<file path="config.mk">
export PLATFORM = sky130hd
export DESIGN_NAME = clk_gen_cfg_seq
export DESIGN_NICKNAME = d
export VERILOG_FILES = /design/src/rtl/clk_gen_cfg_seq.sv
export SDC_FILE = /design/constraint.sdc
export NUM_CORES = 1
export LEC_CHECK = 0
export BUFFER_PORTS_ARGS = -buffer_cell sky130_fd_sc_hd__buf_2
export CORE_MARGIN = 1
export CORE_UTILIZATION = 25
export DETAILED_ROUTE_END_ITERATION = 10
export PLACE_DENSITY_LB_ADDON = 0.2
export SYNTH_ARGS = -nofsm -noshare
export SYNTH_HDL_FRONTEND = slang
export SYNTH_SLANG_ARGS = --single-unit
</file>
<file path="constraint.sdc">
create_clock -name clk_i -period 3.8 [get_ports clk_i]
set_clock_uncertainty 0.2 [all_clocks]
set_input_delay 0.19 -clock clk_i [delete_from_list [all_inputs] [get_ports clk_i]]
set_output_delay 0.19 -clock clk_i [all_outputs]
set_load 0.02 [all_outputs]
</file>
<file path="src/rtl/clk_gen_cfg_seq.sv">
// Bus-master sequencer that reprograms the clk_gen register slave: disable, write divider,
// read it back, optionally re-enable and verify, then report done/err with a result code.
module clk_gen_cfg_seq #(
  parameter logic [3:0]  ADR_STATUS  = 4'h0,
  parameter logic [3:0]  ADR_DIV     = 4'h1,
  parameter int unsigned ACK_TIMEOUT = 16
) (
  input  logic       clk_i,
  input  logic       rst_i,
  input  logic       req_i,
  input  logic [7:0] div_i,
  input  logic       en_i,
  output logic       busy_o,
  output logic       done_o,
  output logic       err_o,
  output logic [1:0] err_code_o,
  output logic       stb_o,
  output logic       we_o,
  output logic [3:0] adr_o,
  output logic [7:0] dat_o,
  input  logic [7:0] dat_i,
  input  logic       ack_i
);

  localparam int unsigned CNT_W = $clog2(ACK_TIMEOUT + 1);

  localparam logic [1:0] CODE_OK  = 2'b00;
  localparam logic [1:0] CODE_DIV = 2'b01;
  localparam logic [1:0] CODE_ST  = 2'b10;
  localparam logic [1:0] CODE_TMO = 2'b11;

  typedef enum logic [1:0] {ST_IDLE, ST_ISSUE, ST_WAIT, ST_FIN} state_e;
  typedef enum logic [2:0] {
    STEP_DIS,     // wr STATUS <= 00
    STEP_WR_DIV,  // wr DIV <= div
    STEP_RD_DIV,  // rd DIV, compare against div
    STEP_ENA,     // wr STATUS <= 01
    STEP_RD_ST    // rd STATUS, check enable bit
  } step_e;

  state_e           state_q, state_d;
  step_e            step_q,  step_d;
  logic [7:0]       div_q,   div_d;
  logic             en_q,    en_d;
  logic [CNT_W-1:0] cnt_q,   cnt_d;
  logic [1:0]       code_q,  code_d;

  // NOTE: state registers use non-blocking assignments so every flop samples pre-edge values.
  always_ff @(posedge clk_i) begin
    if (rst_i) begin
      state_q <= ST_IDLE;
      step_q  <= STEP_DIS;
      div_q   <= '0;
      en_q    <= 1'b0;
      cnt_q   <= '0;
      code_q  <= CODE_OK;
    end else begin
      state_q <= state_d;
      step_q  <= step_d;
      div_q   <= div_d;
      en_q    <= en_d;
      cnt_q   <= cnt_d;
      code_q  <= code_d;
    end
  end

  // NOTE: every next-state signal gets a hold default first so no path infers a latch.
  always_comb begin
    state_d = state_q;
    step_d  = step_q;
    div_d   = div_q;
    en_d    = en_q;
    cnt_d   = cnt_q;
    code_d  = code_q;
    unique case (state_q)
      ST_IDLE: begin
        if (req_i) begin
          state_d = ST_ISSUE;
          step_d  = STEP_DIS;
          div_d   = div_i;
          en_d    = en_i;
          code_d  = CODE_OK;
        end
      end
      ST_ISSUE: begin
        state_d = ST_WAIT;
        cnt_d   = '0;
      end
      ST_WAIT: begin
        if (ack_i) begin
          state_d = ST_ISSUE;
          unique case (step_q)
            STEP_DIS:    step_d = STEP_WR_DIV;
            STEP_WR_DIV: step_d = STEP_RD_DIV;
            STEP_RD_DIV: begin
              // A bad read-back leaves the generator disabled on purpose.
              if (dat_i != div_q) begin
                state_d = ST_FIN;
                code_d  = CODE_DIV;
              end else if (en_q) begin
                step_d = STEP_ENA;
              end else begin
                state_d = ST_FIN;
              end
            end
            STEP_ENA:    step_d = STEP_RD_ST;
            default: begin
              state_d = ST_FIN;
              if (!dat_i[0]) code_d = CODE_ST;
            end
          endcase
        end else if (cnt_q == CNT_W'(ACK_TIMEOUT - 1)) begin
          state_d = ST_FIN;
          code_d  = CODE_TMO;
        end else begin
          cnt_d = cnt_q + 1'b1;
        end
      end
      default: state_d = ST_IDLE;
    endcase
  end

  // Bus fields are decoded from the registered step, so they stay stable through WAIT.
  always_comb begin
    stb_o = (state_q == ST_ISSUE);
    we_o  = 1'b0;
    adr_o = '0;
    dat_o = '0;
    if (state_q == ST_ISSUE || state_q == ST_WAIT) begin
      unique case (step_q)
        STEP_DIS: begin
          we_o  = 1'b1;
          adr_o = ADR_STATUS;
        end
        STEP_WR_DIV: begin
          we_o  = 1'b1;
          adr_o = ADR_DIV;
          dat_o = div_q;
        end
        STEP_RD_DIV: adr_o = ADR_DIV;
        STEP_ENA: begin
          we_o  = 1'b1;
          adr_o = ADR_STATUS;
          dat_o = 8'h01;
        end
        default: adr_o = ADR_STATUS;
      endcase
    end
  end

  assign busy_o     = (state_q != ST_IDLE);
  assign done_o     = (state_q == ST_FIN);
  assign err_o      = (state_q == ST_FIN) && (code_q != CODE_OK);
  assign err_code_o = code_q;

endmodule

</file>
# After elaboration in Yosys (flattened, before gate mapping)
# Cells that the tools add are included.
# word_totals
register_bits	21
in_bits	21
out_inout_bits	19
elab_cells	69
# op_classes
n_addsub	1
eq_ne	19
mux	28
reduce_logical	15
# ops
op	n
two-way mux 2 bit	9
one-hot mux 8 bit (2 select lines)	1
two-way mux 3 bit	4
inequality test 3 bit (second input constant)	4
one-hot mux 2 bit (2 select lines)	3
one-hot mux 3 bit (4 select lines)	1
AND reduction 6 bit	2
two-way mux 5 bit	2
one-hot mux 5 bit (2 select lines)	1
two-way mux 8 bit	1
inequality test 2 bit (second input constant)	4
inequality test 8 bit	1
nonzero test 2 bit	4
equality test 3 x 2 -> 1 bit (second input constant)	2
one-hot mux 2 bit (3 select lines)	1
one-hot mux 3 bit (2 select lines)	1
adder 5 x 1 -> 5 bit (second input constant)	1
equality test 5 x 4 -> 1 bit (second input constant)	1
inequality test 5 x 1 -> 1 bit (second input constant)	1
equality test 2 bit (second input constant)	2
two-way mux 1 bit	4
inequality test 4 x 3 -> 1 bit (second input constant)	1
inequality test 4 bit (second input constant)	1
AND reduction 2 bit	2
other kinds (9)	9

# Logic depth before layout (Yosys ltp)
# Gate-level depths: netlist of run 1.
# logic_depth
ltp_word	5
ltp_mapped	8
mapped_depth_nobuf	8

# Worst setup path after synthesis of run 1
# Ideal clock, no wire load.
# synth_timing
path_kind	register to register
from	reg cnt_q[0]
to	reg code_q[0], in the netlist err_code_o[0]
setup_ns	0.131
arrival_time_ns	1.675
required_ns	3.469
path_slack_ns	1.794
path_stages_with_launch	9
n_path_buf	0
period_less_slack_ns	2.006
cell_sequence	dfxtp_1 > ha_1 > and3_1 > ha_1 > nor3b_1 > nor4_2 > o21a_2 > o211ai_1 > a21oi_2
# synth_via
elab_chain_len	3
# synth_rtl
item	line	rtl
from (decl)	45	logic [CNT_W-1:0] cnt_q, cnt_d;
from (signal assigned)	62	cnt_q <= cnt_d;
equality test 5 x 4 -> 1 bit	112	end else if (cnt_q == CNT_W'(ACK_TIMEOUT - 1)) begin
inequality test 3 bit (no source line)	n/a	
AND reduction 6 bit (no source line)	n/a	
to (signal assigned)	63	code_q <= code_d;
to (decl)	46	logic [1:0] code_q, code_d;
# Every way passes these cells.
# A chain may end at the register's enable or synchronous reset.

# Worst setup path in the final report of run 1
# layout_timing
from	reg state_q[0]
to	out dat_o[1]
# layout_via
elab_chain_len	3
elab_cells_between_ends	4
cone_classes	eq/ne (2); mux (1); reduce/logical (1)
# layout_rtl
item	line	rtl
from (decl)	41	state_e state_q, state_d;
from (signal assigned)	58	state_q <= state_d;
equality test 2 x 1 -> 1 bit or equality test 2 bit (tied branches)	129	if (state_q == ST_ISSUE || state_q == ST_WAIT) begin
logical OR 1 bit (*)	129	
two-way mux 8 bit (*)	129	
to (decl)	20	output logic [7:0] dat_o,
# Mark *: on every way between the ends. The rest lies on a longest branch, timed or not.

==> impl_metrics.csv, run 1 <==
group,metric,value,unit
outcome,status,"completed",
pwr,pwr-share-seq,44.2,%
timing,rsz0062_at_grt,"false",
die,die_area,5410,um^2
finish,area_growth,27.9,%
critical_path,reg2reg_to,"err_code_o[0]$_SDFFE_PP0P_",
clock_network,post_cts_buffers,0,
min_path,holdPathStages,2,
critical_path,crit_type,"register to primary output",
pwr,leakagePower,0.678,nW
critical_path,start_kind,"register",
synth,synthFlopType,"dfxtp_1",
pwr,irDropWorstVdd,0.157,mV
pwr,power.switching,182,uW
critical_path,r2r_slack,1.64,ns
finish,multi_input_area,790,um^2
timing,min_period_over_period,61.6,%
timing,setup_viol,0,
synth,yosysMostFrequentCell,"nand2_1",
critical_path,cp-startpoint,"state_q[0]$_SDFFE_PP0P_",
finish,utilization,33.9,%
die,die_h,73.5,um
pwr,p_per_area,339,nW/um^2
synth,synthCells,165,
die,fp.coreArea,4820,um^2
timing,tns,0,ns
placement,pre_cts_ws,1.64,ns
placement,numPortBuffers,36,
route,via_count,1218,
finish,fin_nets,236,
critical_path,cp-end-kind,"primary output",
placement,gp_congestion,0.771,
die,start_util,26.5,%
placement,hpwl,2310,um
grt,grt_pass1_vias,1104,
min_path,hold_path_class,"primary input to register",
route,vias_per_cell,4.43,
clock_network,cts_resized,0,
placement,place_area,1500,um^2
pwr,switching_share,32.8,%
grt,antenna_found_initial,0,
grt,grt_util_all_layers,11.7,%
die,io_pins,40,
timing,drv_slew,0,
synth,yosysWarningCount,0,
pwr,clock_power_share,26.7,%
clock_network,clkSinkCount,21,
synth,ys_async_sr_fraction,0,%
synth,ys_seq_area_share,32.9,%
synth,ys_ff_latch,21,
min_path,hold_end,"step_q[2]$_SDFFE_PP0P_",
route,routedWlPerCell,11.0,um
grt,grt-ovfl-total,0,
grt,grt_pass1_wl,4900,um
pwr,internal_power,372,uW
die,die_w,73.5,um
critical_path,timing.rr.start,"cnt_q[0]$_SDFFE_PP0P_",
finish,seq_area,420,um^2
finish,diodes,0,
route,ant_nets,0,
synth,synth_top_area_share,32.9,%
placement,placedCellCount,262,
synth,synth_area,1280,um^2
synth,synth-edff-count,0,
critical_path,path_max_fanout,7,
min_path,hold_start,"rst_i",
flow_run,max-cap-violations,0,
pwr,comb_power_share,29.1,%
critical_path,cp.arrival,1.95,ns
clock_network,cts_tree,"built",
timing,worst_slack,1.46,ns
clock_network,clock_latency,0.26,ns
route,route.detailed.drc,0,
route,drtPass1Iterations,4,
critical_path,crit_required,3.41,ns
finish,instances_no_fill,275,
route,first_iter_violations,51,
clock_network,cts_made_buffers,3,
clock_network,clkSlewWorstSetupHoldPaths,0.08,ns
timing,max_freq,0.427,GHz
grt,grt_max_degree,24,
synth,synth.distinct_cells,40,
synth,avgSynthCellArea,7.75,um^2
clock_network,cts-root-buf,"clkbuf_8",
synth,synth_area_leaders,"dfxtp_1 (33%), a21oi_1 (7.8%), nand2_1 (7.0%)",
clock_network,cts_buffer_depth,2,
die,rows,25,
timing,hold_violations,0,
route,wl,3030,um
critical_path,reg2regPathDepth,8,
finish,fillers,553,
finish,drive_above_1_share,22.1,%
timing,post-route-min-period,2.34,ns
synth,yosys.area.top_type,"dfxtp_1",
synth,synthTopCellsByCount,"nand2_1 (24), dfxtp_1 (21), a21oi_1 (20)",
finish,final_area,1640,um^2
clock_network,htreeDepth,1,
==> how the worst max path moves through the flow <==
stage	end	slack [ns]	cells past startpoint
finish	dat_o[1]	1.46	6
global route	dat_o[7]	1.29	6
CTS	dat_o[3]	1.39	6
detailed placement	err_code_o[0]$_SDFFE_PP0P_	1.64	8
global placement	err_code_o[0]$_SDFFE_PP0P_	1.69	7
floorplan	err_code_o[0]$_SDFFE_PP0P_	1.79	8
==> final cells by class <==
cell class,count,area share (%)
multi-input combinational,131,48.3
timing repair buffer,45,16.5
tap,67,5.13
inverter,7,1.61
clock buffer,4,2.75
sequential,21,25.7
==> power by group through the flow <==
stage	clock network (mW)	logic [mW]	registers, mW
2_1_floorplan	0	0.115	0.249
3_3_place_gp	0	0.157	0.251
3_5_place_dp	0	0.157	0.251
4_1_cts	0.154	0.164	0.245
5_1_grt	0.160	0.181	0.247
6_report	0.148	0.161	0.245
==> registers in the layout (all words and copies together) (netlist names) <==
register,flops
div_q,8
cnt_q,5
step_q,3
err_code_o,2
state_q,2
en_q,1
==> through the flow <==
| stage | hold slack, ns | power, mW |
|---|---|---|
| global placement | 0.239 | 0.408 |
| global route | 0.179 | 0.589 |
| detailed placement | 0.240 | 0.407 |
| floorplan | 0.0936 | 0.364 |
| finish | 0.154 | 0.554 |
| CTS | 0.156 | 0.563 |
==> worst max-delay path: stages (launching register included) <==
cell and delay [ns]:
dfxtp_1 0.37, inv_1 0.11, ha_1 0.37, nand2b_1 0.13
nor2_1 0.37, and2_1 0.19, buf_2 0.16
==> layout by cell type (no fill, tap or decap), drive strengths merged, types with 5 or more instances in the layout <==
master,n
dfxtp,21
a21oi,22
and2,8
nor2,16
inv,7
ha,6
nand2b,5
dlygate4sd3,9
buf,36
nand2,24
xnor2,8
==> logic make-up after synthesis <==
| kind of cell | after synthesis | share of synthesized area (%) |
|---|---|---|
| buffers and inverters | 15 | 5.97 |
| AO/OA/AOI/OAI | 40 | 19.9 |
| flip-flops | 21 | 32.9 |
| XOR/XNOR | 8 | 5.48 |
| other | 1 | 0.293 |
| adder cells (fa/ha/maj) | 6 | 5.87 |
| multiplexers | 1 | 0.783 |
| AND/OR/NAND/NOR | 73 | 28.9 |
==> layer usage <==
layer  GRT usage (%)  up-vias  part of all wire [%]
met1            15.0      547                    50
met2            19.9       22                    46
met5               0        -                     0
li1                -      645                     -
met4            5.13        0                   2.0
met3            1.23        4                   2.2
==> repair_timing <==
item | 4_1_cts | 5_1_grt
hold buffers | 9 | 0
endpoints found under the hold margin | 9 | 0
endpoints found under the setup margin | 0 | 0
Note: power is estimated with default switching activity, not from simulation.
==> inputs of run 2 (changes only) <==
==> constraint.sdc (replaced) <==
create_clock -name clk_i -period 1.9 [get_ports clk_i]
set_clock_uncertainty 0.2 [all_clocks]
set_input_delay 0.095 -clock clk_i [delete_from_list [all_inputs] [get_ports clk_i]]
set_output_delay 0.095 -clock clk_i [all_outputs]
set_load 0.02 [all_outputs]
==> run 2 against run 1 <==
First-iteration DRC count shrank 18%. Worst setup slack lost 1.4 ns. Clock-buffer cell count shrank 1. Critical path depth grew 2. Sequential power grew 100%. Clock power grew 110%. Sequential share of layout area shrank 3.2 points. Critical path type is now register to register.
==> impl_metrics.csv, run 2 (same netlist as run 1, synthesis figures left out) <==
group,metric,value,unit
outcome,status,"completed",
timing,max_freq,0.539,GHz
finish,seq_area,427,um^2
timing,rsz0062_at_grt,"true",
timing,setup_viol,0,
pwr,irDropWorstVdd,0.234,mV
finish,multi_input_area,870,um^2
finish,top_register,"div_q",
clock_network,clock_latency,0.26,ns
finish,utilization,39.3,%
grt,grt_pass1_wl,5400,um
placement,gp_congestion,0.774,
min_path,hold_path_class,"primary input to register",
critical_path,critPathMaxStageDelay,0.34,ns
clock_network,cts_made_buffers,3,
pwr,p_per_area,648,nW/um^2
finish,fillers,544,
route,drtPass1Iterations,4,
finish,drive_above_1_share,37.3,%
route,wl_met3,78,um
clock_network,htreeDepth,1,
grt,antenna_found_initial,0,
die,fp.coreArea,4820,um^2
finish,largest_reg_flops,8,
placement,hpwl,2400,um
grt,grt_max_degree,24,
clock_network,clkSinkCount,21,
critical_path,path_cells,"ha_4 > and3_4 > ha_4 > nor3b_4 > nor4_2 > o21a_2 > o211ai_1 > a21oi_2",
route,routedWlPerCell,11.1,um
finish,instances_no_fill,295,
timing,min_period_over_period,97.6,%
route,drt-met1-wl,1630,um
critical_path,crit_type,"register to register",
die,die_w,73.5,um
pwr,leakagePower,0.775,nW
critical_path,cp-end-kind,"register",
route,route.detailed.drc,0,
critical_path,crit_slowest_cell,"dfxtp_2",
placement,placedCellCount,275,
finish,fin_nets,256,
timing,hold_violations,0,
finish,layout_common_cells,"buf_2 (29), buf_4 (27), nand2_1 (23), a21oi_1 (19), dfxtp_1 (16)",
timing,post-route-min-period,1.85,ns
critical_path,path_max_fanout,4,
critical_path,cpMostUsedCell,"ha_4",
route,ant_nets,0,
die,die_area,5410,um^2
flow_run,max-cap-violations,0,
clock_network,cts_buffer_depth,2,
finish,final_common_cell,"buf_2",
grt,grt-ovfl-total,0,
finish,reg_top3,"div_q: 8 flops, cnt_q: 5 flops, step_q: 3 flops",
critical_path,start_kind,"register",
route,wl_met2,1520,um
route,vias_per_cell,4.47,
grt,grt_util_all_layers,12.7,%
route,wl,3290,um
route,first_iter_violations,42,
finish,area_growth,48.0,%
timing,tns,0,ns
die,io_pins,40,
critical_path,cp.arrival,1.80,ns
placement,numPortBuffers,36,
route,via_count,1319,
finish,diodes,0,
clock_network,cts-root-buf,"clkbuf_8",
die,rows,25,
timing,drv_slew,0,
grt,grt_pass1_vias,1245,
clock_network,clkSlewWorstSetupHoldPaths,0.09,ns
die,die_h,73.5,um
die,start_util,26.5,%
critical_path,crit_required,1.84,ns
clock_network,cts_tree,"built",
route,highest_layer,"met4",
-- run 2: layout make-up --
type                            count  area share [%]
Clock buffer                        3            2.18
Clock inverter                      1           0.397
Inverter                            7            1.39
Multi-Input combinational cell    131            45.9
Sequential cell                    21            22.5
Tap cell                           67            4.43
Timing Repair Buffer               65            23.1
-- run 2: what timing repair did --
action | in CTS | in global routing
pin swaps | 4 | 10
gates resized for setup | 16 | 12
endpoints found under the setup margin | 17 | 21
endpoints found under the hold margin | 9 | 0
buffers inserted | 3 | 4
hold buffers | 9 | 0
-- run 2: final timing paths --
path	startpoint	end	slack, ns	depth (start not counted)
worst max register to register	cnt_q[1]$_SDFFE_PP0P_	err_code_o[0]$_SDFFE_PP0P_	0.05	8
worst max-delay path	cnt_q[1]$_SDFFE_PP0P_	err_code_o[0]$_SDFFE_PP0P_	0.05	8
worst min-delay path	rst_i	state_q[0]$_SDFFE_PP0P_	0.05	2
worst min register to register	div_q[7]$_SDFFE_PP0P_	div_q[7]$_SDFFE_PP0P_	0.28	2
-- run 2: power by group --
| part | switching [mW] | internal (mW) | leakage [nW] |
|---|---|---|---|
| Sequential | 0.0214 | 0.469 | 0.173 |
| Combinational | 0.225 | 0.204 | 0.580 |
| Clock | 0.158 | 0.148 | 0.0217 |
| Total | 0.404 | 0.821 | 0.775 |
-- run 2: critical path, delay by kind of cell, from the launching register on --
family | cells | cell delay [ns]
compound gates | 3 | 0.41
simple gates | 3 | 0.45
fa+ha+maj | 2 | 0.33
flops | 1 | 0.34
-- run 2: through the flow --
step | instance area (um^2) | setup slack (ns) | hold WS [ns] | power (mW)
5_1_grt | 1890 | -0.0718 | 0.0777 | 1.31
3_5_place_dp | 1610 | -0.0760 | 0.146 | 0.862
4_1_cts | 1830 | 0.00771 | 0.0590 | 1.23
6_report | 1890 | 0.0452 | 0.0540 | 1.23
2_1_floorplan | 1290 | -0.0136 | -0.00144 | 0.729
3_3_place_gp | 1610 | -0.0383 | 0.144 | 0.863
-- run 2: per-layer routing --
| layer | up-vias | GRT usage [%] |
|---|---|---|
| met3 | 4 | 1.78 |
| met4 | 0 | 5.13 |
| met2 | 23 | 21.4 |
| met5 | - | 0 |
| li1 | 686 | - |
| met1 | 606 | 16.4 |
